==> config.mk <==
export PLATFORM = sky130hd
export DESIGN_NAME = mux_scan_sequencer
export DESIGN_NICKNAME = d
export VERILOG_FILES = /design/src/rtl/mux_scan_sequencer.sv
export SDC_FILE = /design/constraint.sdc
export NUM_CORES = 1
export LEC_CHECK = 0
export BUFFER_PORTS_ARGS = -buffer_cell sky130_fd_sc_hd__buf_2
export CAP_MARGIN = 20
export CELL_PAD_IN_SITES_DETAIL_PLACEMENT = 2
export CELL_PAD_IN_SITES_GLOBAL_PLACEMENT = 2
export CORE_MARGIN = 2
export CORE_UTILIZATION = 37
export CTS_CLUSTER_SIZE = 20
export DETAILED_ROUTE_END_ITERATION = 8
export GPL_ROUTABILITY_DRIVEN = 0
export GPL_TIMING_DRIVEN = 1
export HOLD_SLACK_MARGIN = 0.1
export PLACE_DENSITY_LB_ADDON = 0.1
export SLEW_MARGIN = 20
export SYNTH_ARGS = -nofsm -noshare
export SYNTH_HDL_FRONTEND = slang
export SYNTH_SLANG_ARGS = --single-unit
==> constraint.sdc <==
create_clock -name clk -period 3.1 [get_ports clk]
set_input_delay 0.31 -clock clk [delete_from_list [all_inputs] [get_ports clk]]
set_output_delay 0.31 -clock clk [all_outputs]
set_load 0.01 [all_outputs]
==> src/rtl/mux_scan_sequencer.sv <==
// Sequencer for a downstream 4:1 mux: walks the enabled channels in ascending order,
// holds each select for DWELL cycles, then captures the mux output for that channel.
module mux_scan_sequencer #(
    parameter int DWELL = 4
) (
    input  logic       clk,
    input  logic       rst_n,
    input  logic       start,
    input  logic [3:0] ch_mask,
    input  logic       y,
    output logic       sel1,
    output logic       sel2,
    output logic       busy,
    output logic       done,
    output logic       sample_valid,
    output logic [1:0] sample_ch,
    output logic       sample_data,
    output logic [3:0] scan_result
);

    typedef enum logic [1:0] {
        ST_IDLE   = 2'd0,
        ST_DWELL  = 2'd1,
        ST_FINISH = 2'd2
    } state_t;

    localparam logic [3:0] CNT_LOAD = 4'(DWELL - 1);

    // Lowest enabled channel at or above 'from'; result is {found, index}.
    function automatic logic [2:0] find_ch(input logic [3:0] mask, input logic [2:0] from);
        logic [2:0] res;
        res = 3'b000;
        for (int i = 3; i >= 0; i--) begin
            if ((i >= int'(from)) && mask[i]) begin
                res = {1'b1, 2'(i)};
            end
        end
        return res;
    endfunction

    state_t     state_r, state_n;
    logic [3:0] mask_r, mask_n;
    logic [1:0] ch_r, ch_n;
    logic [3:0] cnt_r, cnt_n;
    logic       busy_r, busy_n;
    logic       done_r, done_n;
    logic       sample_valid_r, sample_valid_n;
    logic [1:0] sample_ch_r, sample_ch_n;
    logic       sample_data_r, sample_data_n;
    logic [3:0] scan_result_r, scan_result_n;
    logic [2:0] first_s;
    logic [2:0] next_s;

    assign first_s = find_ch(ch_mask, 3'd0);
    assign next_s  = find_ch(mask_r, {1'b0, ch_r} + 3'd1);

    // Next-state and next-output logic for the scan FSM.
    always_comb begin
        state_n        = state_r;
        mask_n         = mask_r;
        ch_n           = ch_r;
        cnt_n          = cnt_r;
        busy_n         = busy_r;
        done_n         = 1'b0;
        sample_valid_n = 1'b0;
        sample_ch_n    = sample_ch_r;
        sample_data_n  = sample_data_r;
        scan_result_n  = scan_result_r;
        case (state_r)
            ST_IDLE: begin
                if (start) begin
                    if (ch_mask != 4'b0000) begin
                        mask_n  = ch_mask;
                        busy_n  = 1'b1;
                        ch_n    = first_s[1:0];
                        cnt_n   = CNT_LOAD;
                        state_n = ST_DWELL;
                    end else begin
                        // Empty scan: report completion without ever going busy.
                        done_n  = 1'b1;
                        state_n = ST_FINISH;
                    end
                end else begin
                    state_n = ST_IDLE;
                end
            end
            ST_DWELL: begin
                if (cnt_r == 4'd0) begin
                    scan_result_n[ch_r] = y;
                    sample_data_n       = y;
                    sample_ch_n         = ch_r;
                    sample_valid_n      = 1'b1;
                    if (next_s[2]) begin
                        ch_n  = next_s[1:0];
                        cnt_n = CNT_LOAD;
                    end else begin
                        busy_n  = 1'b0;
                        done_n  = 1'b1;
                        state_n = ST_FINISH;
                    end
                end else begin
                    cnt_n = cnt_r - 4'd1;
                end
            end
            ST_FINISH: begin
                state_n = ST_IDLE;
            end
            default: begin
                busy_n  = 1'b0;
                state_n = ST_IDLE;
            end
        endcase
    end

    // State and output registers; reset clears everything asynchronously.
    always_ff @(posedge clk or negedge rst_n) begin
        if (!rst_n) begin
            state_r        <= ST_IDLE;
            mask_r         <= 4'b0000;
            ch_r           <= 2'b00;
            cnt_r          <= 4'd0;
            busy_r         <= 1'b0;
            done_r         <= 1'b0;
            sample_valid_r <= 1'b0;
            sample_ch_r    <= 2'b00;
            sample_data_r  <= 1'b0;
            scan_result_r  <= 4'b0000;
        end else begin
            state_r        <= state_n;
            mask_r         <= mask_n;
            ch_r           <= ch_n;
            cnt_r          <= cnt_n;
            busy_r         <= busy_n;
            done_r         <= done_n;
            sample_valid_r <= sample_valid_n;
            sample_ch_r    <= sample_ch_n;
            sample_data_r  <= sample_data_n;
            scan_result_r  <= scan_result_n;
        end
    end

    // The select lines come straight from the channel register, so they hold in IDLE.
    assign sel1         = ch_r[0];
    assign sel2         = ch_r[1];
    assign busy         = busy_r;
    assign done         = done_r;
    assign sample_valid = sample_valid_r;
    assign sample_ch    = sample_ch_r;
    assign sample_data  = sample_data_r;
    assign scan_result  = scan_result_r;

endmodule
==> out/qor.yml <==
status: "complete, no violations"
cap_violations: 0
ioPinCount: 20
met1_usage: 0.207
powerDensity_nw_per_um2: 987
final.min_clock_period_ns: 2.13
rsz0062_at_grt: "no"
first_pass_iters: 4
drt_iter0_drc: 8
setup_viol: 0
worstSetupPathType: "flip-flop to flip-flop"
drc_errors: 0
cts_resized: 0
fin_util: 0.446
cts-buffers-inserted: 3
drive_above_1_share: 0.339
relSlewSlack: 0.663
nets: 129
die_w_um: 57.9
drt_wl_total_um: 2330
area_growth_pct: 14.3
endpoint_kind: "flip-flop"
p_sw_mw: 0.488
synth-edff-count: 0
yosys_most_used_dff: "dfrtp_1"
yosysSeqAreaShare: 0.488
cts_tree: "yes"
start_util: 0.390
seq_power_share: 0.409
use_met3: 0.0268
sw_frac_of_total: 0.402
grt_start_max_net_pins: 22
setup_tns_ns: 0
regArea_sq_um: 526
clock_power_share: 0.113
die_area_sq_um: 3360
via_per_inst: 5.44
fin_crit_sh: 0.686
multi_input_area_sq_um: 515
synth_area_leader_cell: "dfrtp_1"
met2_usage: 0.273
syn_area_per_cell_sq_um: 11.2
grt_usage: 0.163
p_leak_nw: 0.589
antenna_found_initial: 0
p_comb_frac: 0.478
hold_viol_final: 0
fill_cells: 299
cts.path.max_buffers: 2
hold_ws_ns: 0.258
crit_arrival_ns: 2.34
diodes: 0
clk_pin_slew_ns: 0.12
yosys.area.top_type_share: 0.488
skew_ns: 0.00269
peakVddDrop_v: 0.000459
synth_nets: 106
p_int_mw: 0.725
cts.sinks: 21
required_ns: 3.31
wl_per_cell_um: 15.6
port_buffers: 19
coreArea_sq_um: 2760
die_h_um: 57.9
yosysWarnings: 0
top_usage_layer: "met2"
syn_inst: 96
num_rows: 19
grt_pass1_vias: 890
hpwlAfterDp_um: 1760
async_reset_ff_frac: 1.00
timing.fmax_mhz: 470
synth_area_leaders: "dfrtp_1 49%, mux2_2 8.4%, nand2_1 5.6%, o41ai_4 2.6%, ha_1 2.3%"
cts_htree_levels: 1
root_buffer: "clkbuf_4"
grt_overflow: 0
synthDistinctLibCells: 38
ys_seq_elements: 21
cp-start-kind: "flip-flop"
synth_area_sq_um: 1080
min_path_type: "input pin to flip-flop"
slew_viol_final: 0
grt_pass1_wl_um: 4130
clock_latency_ns: 0.31
route.vias.total: 811
ant_nets: 0
worst_pin_slew_ns: 0.492
crit_fanout: 8
## logic make-up (layout without fill, tap and decap cells)
logic type               Yosys count  in the layout  synth area share
AO/OA/AOI/OAI                     17             17             0.134
flip-flops                        21             21             0.488
multiplexers                      11             11             0.116
adder cells (fa/ha/maj)            2              2            0.0233
buffers and inverters              7             29            0.0326
AND/OR/NAND/NOR                   38             38             0.206
## worst max-delay path: stages, from the launching register on
cell     delay [ns]
dfrtp_1        0.43
inv_1          0.09
ha_1           0.15
nor3b_1        0.38
nand2_1        0.30
o21ai_1        0.30
mux2_2         0.37
## area by class of cell
class / instances / share of cell area
inverters: 5 / 0.0153
well taps: 31 / 0.0315
flip-flops and latches: 21 / 0.427
multi-input cells: 68 / 0.419
repair buffers: 20 / 0.0855
clock buffers: 4 / 0.0214
## placed cells by master (no fill, tap or decap), types with 2 or more instances in the layout
master,netlist,routed
inv_1,5,5
a21oi_1,2,2
mux2i_1,2,2
nand3_1,4,4
nor2_1,4,4
o21ai_0,3,3
ha_1,2,2
clkbuf_4,0,3
mux2_2,8,8
dfrtp_1,21,21
buf_2,1,19
nor3_1,2,2
nand2_1,16,16
## per-layer routing
layer | share of wire | wire, um | vias up
li1 | - | - | 380
met1 | 0.45 | 1050 | 410
met2 | 0.49 | 1140 | 16
met3 | 0.036 | 83 | 5
met4 | 0.020 | 47 | 0
met5 | 0 | 0 | -
## power by group through the flow
stage	Sequential, mW	Combinational [mW]	Clock [mW]
6_report	0.497	0.580	0.137
5_1_grt	0.520	0.650	0.154
4_1_cts	0.501	0.591	0.143
3_5_place_dp	0.505	0.586	0
3_3_place_gp	0.500	0.570	0
2_1_floorplan	0.501	0.427	0
## repair_timing
| item | in CTS | in global routing |
|---|---|---|
| hold endpoints to repair | 21 | 0 |
| setup buffers | 0 | 0 |
| setup endpoints to repair | 0 | 0 |
| hold buffers | 1 | 0 |
## registers in the layout, summed over array words and instances, names as in the netlist
| name | cells |
|---|---|
| scan_result | 4 |
| done | 1 |
| busy | 1 |
| sample_data | 1 |
| state_r | 2 |
| sample_valid | 1 |
| mask_r | 3 |
| ch_r | 2 |
| sample_ch | 2 |
| cnt_r | 4 |
## final timing paths
| path | from | endpoint | slack, ns | cells past startpoint |
|---|---|---|---|---|
| min | y | sample_data$_DFFE_PN0P_ | 0.26 | 3 |
| max reg2reg | cnt_r[0]$_DFFE_PN0P_ | ch_r[0]$_DFFE_PN0P_ | 0.97 | 6 |
| min in group asynchronous | rst_n | mask_r[3]$_DFFE_PN0P_ | 0.48 | 2 |
| min reg2reg | sample_ch[0]$_DFFE_PN0P_ | sample_ch[0]$_DFFE_PN0P_ | 0.49 | 2 |
| max | cnt_r[0]$_DFFE_PN0P_ | ch_r[0]$_DFFE_PN0P_ | 0.97 | 6 |
| max in group asynchronous | rst_n | cnt_r[2]$_DFFE_PN0P_ | 2.30 | 2 |
## stage by stage
step | instance area, sq um | setup slack [ns] | instances | power, mW
after global routing | 1230 | 0.750 | 149 | 1.32
after CTS | 1230 | 0.933 | 149 | 1.23
after floorplan | 1080 | 1.20 | 96 | 0.928
final | 1230 | 0.973 | 149 | 1.21
after global placement | 1190 | 1.04 | 144 | 1.07
after detailed placement | 1190 | 0.978 | 144 | 1.09
## cell usage after synthesis (2+ instances only)
cell,count
o21ai_0,3
nor3_1,2
nor2_1,4
nand2_1,16
ha_1,2
mux2i_1,2
nand3_1,4
inv_1,5
a21oi_1,2
dfrtp_1,21
mux2_2,8
(Power assumes the default switching activity.)
